### config.mk
export PLATFORM = sky130hd
export DESIGN_NAME = ps2_hex_entry
export DESIGN_NICKNAME = d
export VERILOG_FILES = /design/src/rtl/ps2_hex_entry.sv
export SDC_FILE = /design/constraint.sdc
export NUM_CORES = 1
export LEC_CHECK = 0
export CAP_MARGIN = 15
export CORE_MARGIN = 5
export CORE_UTILIZATION = 55
export DETAILED_ROUTE_END_ITERATION = 12
export PLACE_DENSITY_LB_ADDON = 0.08
export SLEW_MARGIN = 20
export SYNTH_ARGS = -nofsm -noshare
export SYNTH_HDL_FRONTEND = slang
export SYNTH_SLANG_ARGS = --single-unit
export TNS_END_PERCENT = 30
### constraint.sdc
create_clock -name clock -period 2.1 [get_ports clock]
set_input_delay 0.42 -clock clock [delete_from_list [all_inputs] [get_ports clock]]
set_output_delay 0.42 -clock clock [all_outputs]
set_load 0.05 [all_outputs]
### src/rtl/ps2_hex_entry.sv
// rtl/ps2_hex_entry.sv - PS/2 set-2 keyboard receiver that assembles hex keys into an 8-bit guess
module ps2_hex_entry #(
   parameter int TIMEOUT_CYCLES = 50000,
   parameter int SYNC_STAGES    = 2
) (
   input  logic       clock,
   input  logic       reset_signal,
   input  logic       ps2_clk,
   input  logic       ps2_data,
   output logic [7:0] entry,
   output logic [7:0] user_value,
   output logic       value_valid,
   output logic [1:0] digit_count,
   output logic       frame_error
);

   localparam int TW = $clog2(TIMEOUT_CYCLES + 1);

   localparam logic [1:0] ST_IDLE   = 2'd0;
   localparam logic [1:0] ST_DATA   = 2'd1;
   localparam logic [1:0] ST_PARITY = 2'd2;
   localparam logic [1:0] ST_STOP   = 2'd3;

   logic [SYNC_STAGES-1:0] clk_sync;
   logic [SYNC_STAGES-1:0] data_sync;
   logic                   clk_s;
   logic                   data_s;
   logic                   clk_prev;
   logic                   fall;

   logic [1:0]    state;
   logic [2:0]    bit_cnt;
   logic [7:0]    shift;
   logic          parity_bit;
   logic [TW-1:0] timer;
   logic [7:0]    rx_byte;
   logic          rx_valid;

   logic          brk;
   logic          ext;
   logic          hex_hit;
   logic [3:0]    hex_nibble;

   // Synchronizers preset to 1 so reset looks like an idle bus, not a falling edge.
   always_ff @(posedge clock) begin
      if (reset_signal) begin
         clk_sync  <= '1;
         data_sync <= '1;
         clk_prev  <= 1'b1;
      end else begin
         clk_sync  <= {clk_sync[SYNC_STAGES-2:0], ps2_clk};
         data_sync <= {data_sync[SYNC_STAGES-2:0], ps2_data};
         clk_prev  <= clk_s;
      end
   end

   assign clk_s  = clk_sync[SYNC_STAGES-1];
   assign data_s = data_sync[SYNC_STAGES-1];
   assign fall   = clk_prev & ~clk_s;

   always_ff @(posedge clock) begin
      if (reset_signal) begin
         state       <= ST_IDLE;
         bit_cnt     <= 3'd0;
         shift       <= 8'h00;
         parity_bit  <= 1'b0;
         timer       <= '0;
         rx_byte     <= 8'h00;
         rx_valid    <= 1'b0;
         frame_error <= 1'b0;
      end else begin
         rx_valid    <= 1'b0;
         frame_error <= 1'b0;
         if (fall || state == ST_IDLE) timer <= '0;
         else                          timer <= timer + 1'b1;

         if (state != ST_IDLE && !fall && timer == TW'(TIMEOUT_CYCLES - 1)) begin
            state       <= ST_IDLE;
            frame_error <= 1'b1;
         end else if (fall) begin
            case (state)
               ST_IDLE: begin
                  if (!data_s) begin
                     state   <= ST_DATA;
                     bit_cnt <= 3'd0;
                  end
               end
               ST_DATA: begin
                  shift   <= {data_s, shift[7:1]};
                  bit_cnt <= bit_cnt + 3'd1;
                  if (bit_cnt == 3'd7) state <= ST_PARITY;
               end
               ST_PARITY: begin
                  parity_bit <= data_s;
                  state      <= ST_STOP;
               end
               default: begin
                  state <= ST_IDLE;
                  if (data_s && (^{shift, parity_bit})) begin
                     rx_valid <= 1'b1;
                     rx_byte  <= shift;
                  end else begin
                     frame_error <= 1'b1;
                  end
               end
            endcase
         end
      end
   end

   always_comb begin
      hex_hit    = 1'b1;
      hex_nibble = 4'h0;
      case (rx_byte)
         8'h45: hex_nibble = 4'h0;
         8'h16: hex_nibble = 4'h1;
         8'h1E: hex_nibble = 4'h2;
         8'h26: hex_nibble = 4'h3;
         8'h25: hex_nibble = 4'h4;
         8'h2E: hex_nibble = 4'h5;
         8'h36: hex_nibble = 4'h6;
         8'h3D: hex_nibble = 4'h7;
         8'h3E: hex_nibble = 4'h8;
         8'h46: hex_nibble = 4'h9;
         8'h1C: hex_nibble = 4'hA;
         8'h32: hex_nibble = 4'hB;
         8'h21: hex_nibble = 4'hC;
         8'h23: hex_nibble = 4'hD;
         8'h24: hex_nibble = 4'hE;
         8'h2B: hex_nibble = 4'hF;
         default: hex_hit = 1'b0;
      endcase
   end

   // Break-prefixed codes are key releases; they only clear the prefix flags.
   always_ff @(posedge clock) begin
      if (reset_signal) begin
         entry       <= 8'h00;
         user_value  <= 8'h00;
         value_valid <= 1'b0;
         digit_count <= 2'd0;
         brk         <= 1'b0;
         ext         <= 1'b0;
      end else begin
         value_valid <= 1'b0;
         if (rx_valid) begin
            if (rx_byte == 8'hE0) begin
               ext <= 1'b1;
            end else if (rx_byte == 8'hF0) begin
               brk <= 1'b1;
            end else if (brk) begin
               brk <= 1'b0;
               ext <= 1'b0;
            end else begin
               ext <= 1'b0;
               if (rx_byte == 8'h5A) begin
                  user_value  <= entry;
                  value_valid <= 1'b1;
                  entry       <= 8'h00;
                  digit_count <= 2'd0;
               end else if (rx_byte == 8'h66) begin
                  entry       <= {4'h0, entry[7:4]};
                  digit_count <= (digit_count == 2'd0) ? 2'd0 : digit_count - 2'd1;
               end else if (hex_hit && !ext) begin
                  entry       <= {entry[3:0], hex_nibble};
                  digit_count <= (digit_count == 2'd2) ? 2'd2 : digit_count + 2'd1;
               end
            end
         end
      end
   end

endmodule

==> results_dict.tcl, run 1 <==
set metrics [dict create \
    cts-root-buf "clkbuf_8" \
    power.density_mw_per_mm2 610 \
    io_buffers 23 \
    grt_use_total_pct 19.9 \
    row_count 28 \
    cp-start-kind "register" \
    avgSynthCellArea_um2 8.91 \
    grt_pass1_vias 2494 \
    min_from "data_sync[0]" \
    path_cells "clkdlybuf4s50_1" \
    ios 24 \
    syn_area_mm2 0.00328 \
    cts_buffers 9 \
    synth_cell_types 57 \
    worst_pin_slew_ns 0.527 \
    antenna_found_initial 0 \
    crit_arrival_ns 1.59 \
    hp-class "reg -> reg" \
    initial_core_util_pct 56.1 \
    slew_headroom_pct 64.9 \
    core_region_area_mm2 0.00585 \
    ys_async_sr_fraction_pct 0 \
    cellLeakagePower_nw 1.48 \
    cp_top_family "buffers and inverters" \
    cp_max_fo 5 \
    die_h_um 87.2 \
    r2r_cells 7 \
    drt-initial-drc-count 108 \
    firstDrtPassIters 4 \
    routed-via-count 2620 \
    r2r-end "entry[5]" \
    rsz0062_at_grt "no" \
    finalHoldViolations 0 \
    outcome "complete, no violations" \
    cp_slowest_cell "clkdlybuf4s50_1" \
    reg2reg_slack_ns 0.16 \
    crit_buf_inv 1 \
    critical_path_class "reg -> out" \
    skew_ns 0.0103 \
    fill_cells 506 \
    synth_cells 368 \
    drc 0 \
    rr_startpoint "rx_byte[2]" \
    synth_seq_cells 66 \
    vdd_drop_max_v 0.000519 \
    grt_max_degree 27 \
    synth_edf_count 0 \
    tns_ns 0 \
    slowest_delay_ns 0.84 \
    setup_viol 0 \
    nNetsFinal 415 \
    via_per_inst 5.45 \
    hold_path_end "data_sync[1]" \
    cp_data_required_time_ns 1.68 \
    ant_nets 0 \
    seq_area_frac_synth_pct 40.3 \
    grt_pass1_wl_um 11900 \
    n_antenna_cell 0 \
    maxSlewViolCount 0 \
    clock_sink_count 66 \
    syn_nets 382 \
    synth_ff_type "dfxtp_1" \
    place.gp.congestion 0.796 \
    clk_latency_ns 0.34 \
    max_freq_mhz 497 \
    drv_cap 0 \
    layout-drive-gt1-share_pct 14.8 \
    wl_per_cell_um 14.2 \
    die_w_um 87.2 \
    grt-ovfl-total 0 \
    h-tree-depth 3 \
    cts.clk_slew.worst_paths_ns 0.08 \
    finalCritPeriodShare_pct 95.8 \
    period_minus_slack_ns 2.01 \
    yosysWarningCount 0 \
    holdPathStages 1 \
    dieArea_mm2 0.00761 \
    cts_tree "yes" \
    worst_setup_path_end_kind "output pin" \
    routed_wl_um 6820 \
    dp_hpwl_um 4740 \
    cts_buffer_depth 2 \
    fin_util_pct 66.5 \
    syn_to_final_growth_pct 18.6 \
]
==> Yosys cell counts, types with 2 or more instances <==
| cell type | number | area share [%] |
|---|---|---|
| o31ai_1 | 2 | 0.46 |
| dfxtp_1 | 66 | 40 |
| inv_1 | 6 | 0.69 |
| and4bb_1 | 2 | 0.76 |
| nand4_1 | 2 | 0.38 |
| nor4bb_1 | 2 | 0.61 |
| o211ai_2 | 2 | 0.76 |
| mux2_4 | 2 | 0.92 |
| o21ai_0 | 6 | 0.92 |
| a21oi_1 | 17 | 2.6 |
| o211ai_1 | 2 | 0.46 |
| a32oi_1 | 2 | 0.53 |
| nor4_1 | 2 | 0.38 |
| nor3_1 | 4 | 0.61 |
| or2_2 | 6 | 1.1 |
| nand2b_1 | 10 | 1.9 |
| nor2b_1 | 7 | 1.3 |
| nor2_1 | 49 | 5.6 |
| clkbuf_1 | 10 | 1.1 |
| nand2_1 | 39 | 4.5 |
| mux2i_1 | 24 | 7.3 |
| nor3b_1 | 3 | 0.69 |
| xnor2_1 | 12 | 3.2 |
| or4_1 | 2 | 0.46 |
| xor2_1 | 8 | 2.1 |
| nand3_1 | 17 | 2.6 |
| and3_1 | 8 | 1.5 |
| and4_1 | 3 | 0.80 |
| or3_1 | 2 | 0.38 |
| buf_2 | 6 | 0.92 |
| a31oi_1 | 5 | 0.95 |
| ha_1 | 10 | 3.8 |
| nor4b_1 | 6 | 1.6 |
==> worst register-to-register path, cell delays in order, from the launching register on <==
cell,delay (ns)
dfxtp_2,0.37
buf_6,0.16
and4bb_1,0.24
o21ai_4,0.21
nand4_1,0.21
o21ai_4,0.26
buf_4,0.21
mux2i_1,0.20
==> power by group <==
| part | internal (W) | total, W | switching [W] |
|---|---|---|---|
| sequential | 0.00125 | 0.00126 | 0.00000289 |
| combinational | 0.0000196 | 0.0000469 | 0.0000273 |
| clock | 0.000556 | 0.00107 | 0.000514 |
==> state kept, by name, indices dropped and copies added (netlist names) <==
register,cells
bit_cnt,3
brk,1
clk_prev,1
clk_sync,2
data_sync,2
digit_count,2
entry,8
ext,1
frame_error,1
parity_bit,1
rx_byte,8
rx_valid,1
shift,8
state,2
timer,16
user_value,8
value_valid,1
==> metrics by stage <==
stage / area [µm²] / hold slack, ns / power, W / setup slack [ns] / cells
CTS: 3860 / 0.413 / 0.00241 / 0.0393 / 480
global route: 3890 / 0.435 / 0.00247 / 0.00956 / 481
detailed placement: 3650 / 0.393 / 0.00133 / 0.0128 / 464
global placement: 3650 / 0.393 / 0.00133 / 0.0815 / 464
finish: 3890 / 0.412 / 0.00237 / 0.0874 / 481
floorplan: 3280 / 0.389 / 0.00131 / 0.229 / 368
==> cells in the final DEF, fill, tap and decap left out, drive strengths merged, types with 4 or more instances in the layout <==
master,instances
clkdlybuf4s50,23
nand2,39
ha,10
xnor2,12
clkbuf,9
nor2,49
and3,8
a31oi,5
nand2b,10
xor2,8
nor4b,6
o211ai,4
o21ai,9
nand3,17
dfxtp,66
or2,7
nor3,4
mux2i,24
nor3b,4
buf,17
nor2b,7
a21oi,17
inv,9
==> layout make-up <==
cell class | count | area (µm²) | area share, %
Multi-Input combinational cell | 277 | 1860 | 47.9
Sequential cell | 66 | 1330 | 34.2
Timing Repair Buffer | 40 | 374 | 9.62
Clock buffer | 9 | 124 | 3.19
Tap cell | 75 | 93.8 | 2.41
Clock inverter | 7 | 76.3 | 1.96
Inverter | 7 | 26.3 | 0.676
==> worst max path at each step <==
stage / startpoint / endpoint / cells after the start / slack, ns
after floorplan: rx_byte[2] / entry[2] / 6 / 0.23
after global placement: rx_byte[4] / entry[0] / 6 / 0.08
after detailed placement: rx_byte[4] / entry[5] / 6 / 0.01
after CTS: rx_byte[2] / entry[5] / 7 / 0.04
after global routing: rx_byte[2] / entry[5] / 7 / 0.01
final: entry[1] / entry[1] / 1 / 0.09
==> layer usage <==
| metal | GRT usage [%] | share of wire, % | routed length [µm] |
|---|---|---|---|
| met5 | 0 | 0 | 0 |
| met4 | 8.37 | 1.4 | 97 |
| met3 | 5.01 | 3.7 | 250 |
| met2 | 30.6 | 46 | 3110 |
| met1 | 26.4 | 49 | 3360 |
==> logic make-up (layout without fill, tap and decap cells) <==
logic type	count (synthesis)	count (layout)	synth area share, %
buffers and inverters	25	63	3.43
and+or+nand+nor	175	175	28.6
DFF	66	66	40.3
adders and majority gates	10	10	3.82
AOI/OAI and AO/OA	45	45	9.61
xor gates and xnor gates	21	21	6.03
muxes	26	26	8.24
==> repair_timing <==
action                                  4_1_cts  5_1_grt
pin swaps                                     1        3
hold buffers                                  0        0
setup buffers                                 0        1
gates resized for setup                       2        9
endpoints found under the setup margin        2       25
gates cloned                                  0        0
Power figures use the tool's default switching activity.
==> run 2: changes to the inputs <==
HOLD_SLACK_MARGIN = 0.05   (was default)
==> results of run 2 <==
Same layout as run 1: the final DEF is identical, and so are final timing and power.
==> run 3: changes to the inputs <==
--- a/constraint.sdc
+++ b/constraint.sdc
@@ -3,2 +3,2 @@
 set_output_delay 0.42 -clock clock [all_outputs]
-set_load 0.05 [all_outputs]
+set_load 0.005 [all_outputs]
==> results of run 3 <==
Same layout as run 1 (identical final DEF). Status: complete, no violations.
Among the figures that moved: setup slack after layout 0.0874 ns -> 0.158 ns; start point of the critical path entry[1] -> rx_byte[2]; end point of the critical path entry[1] -> entry[5]
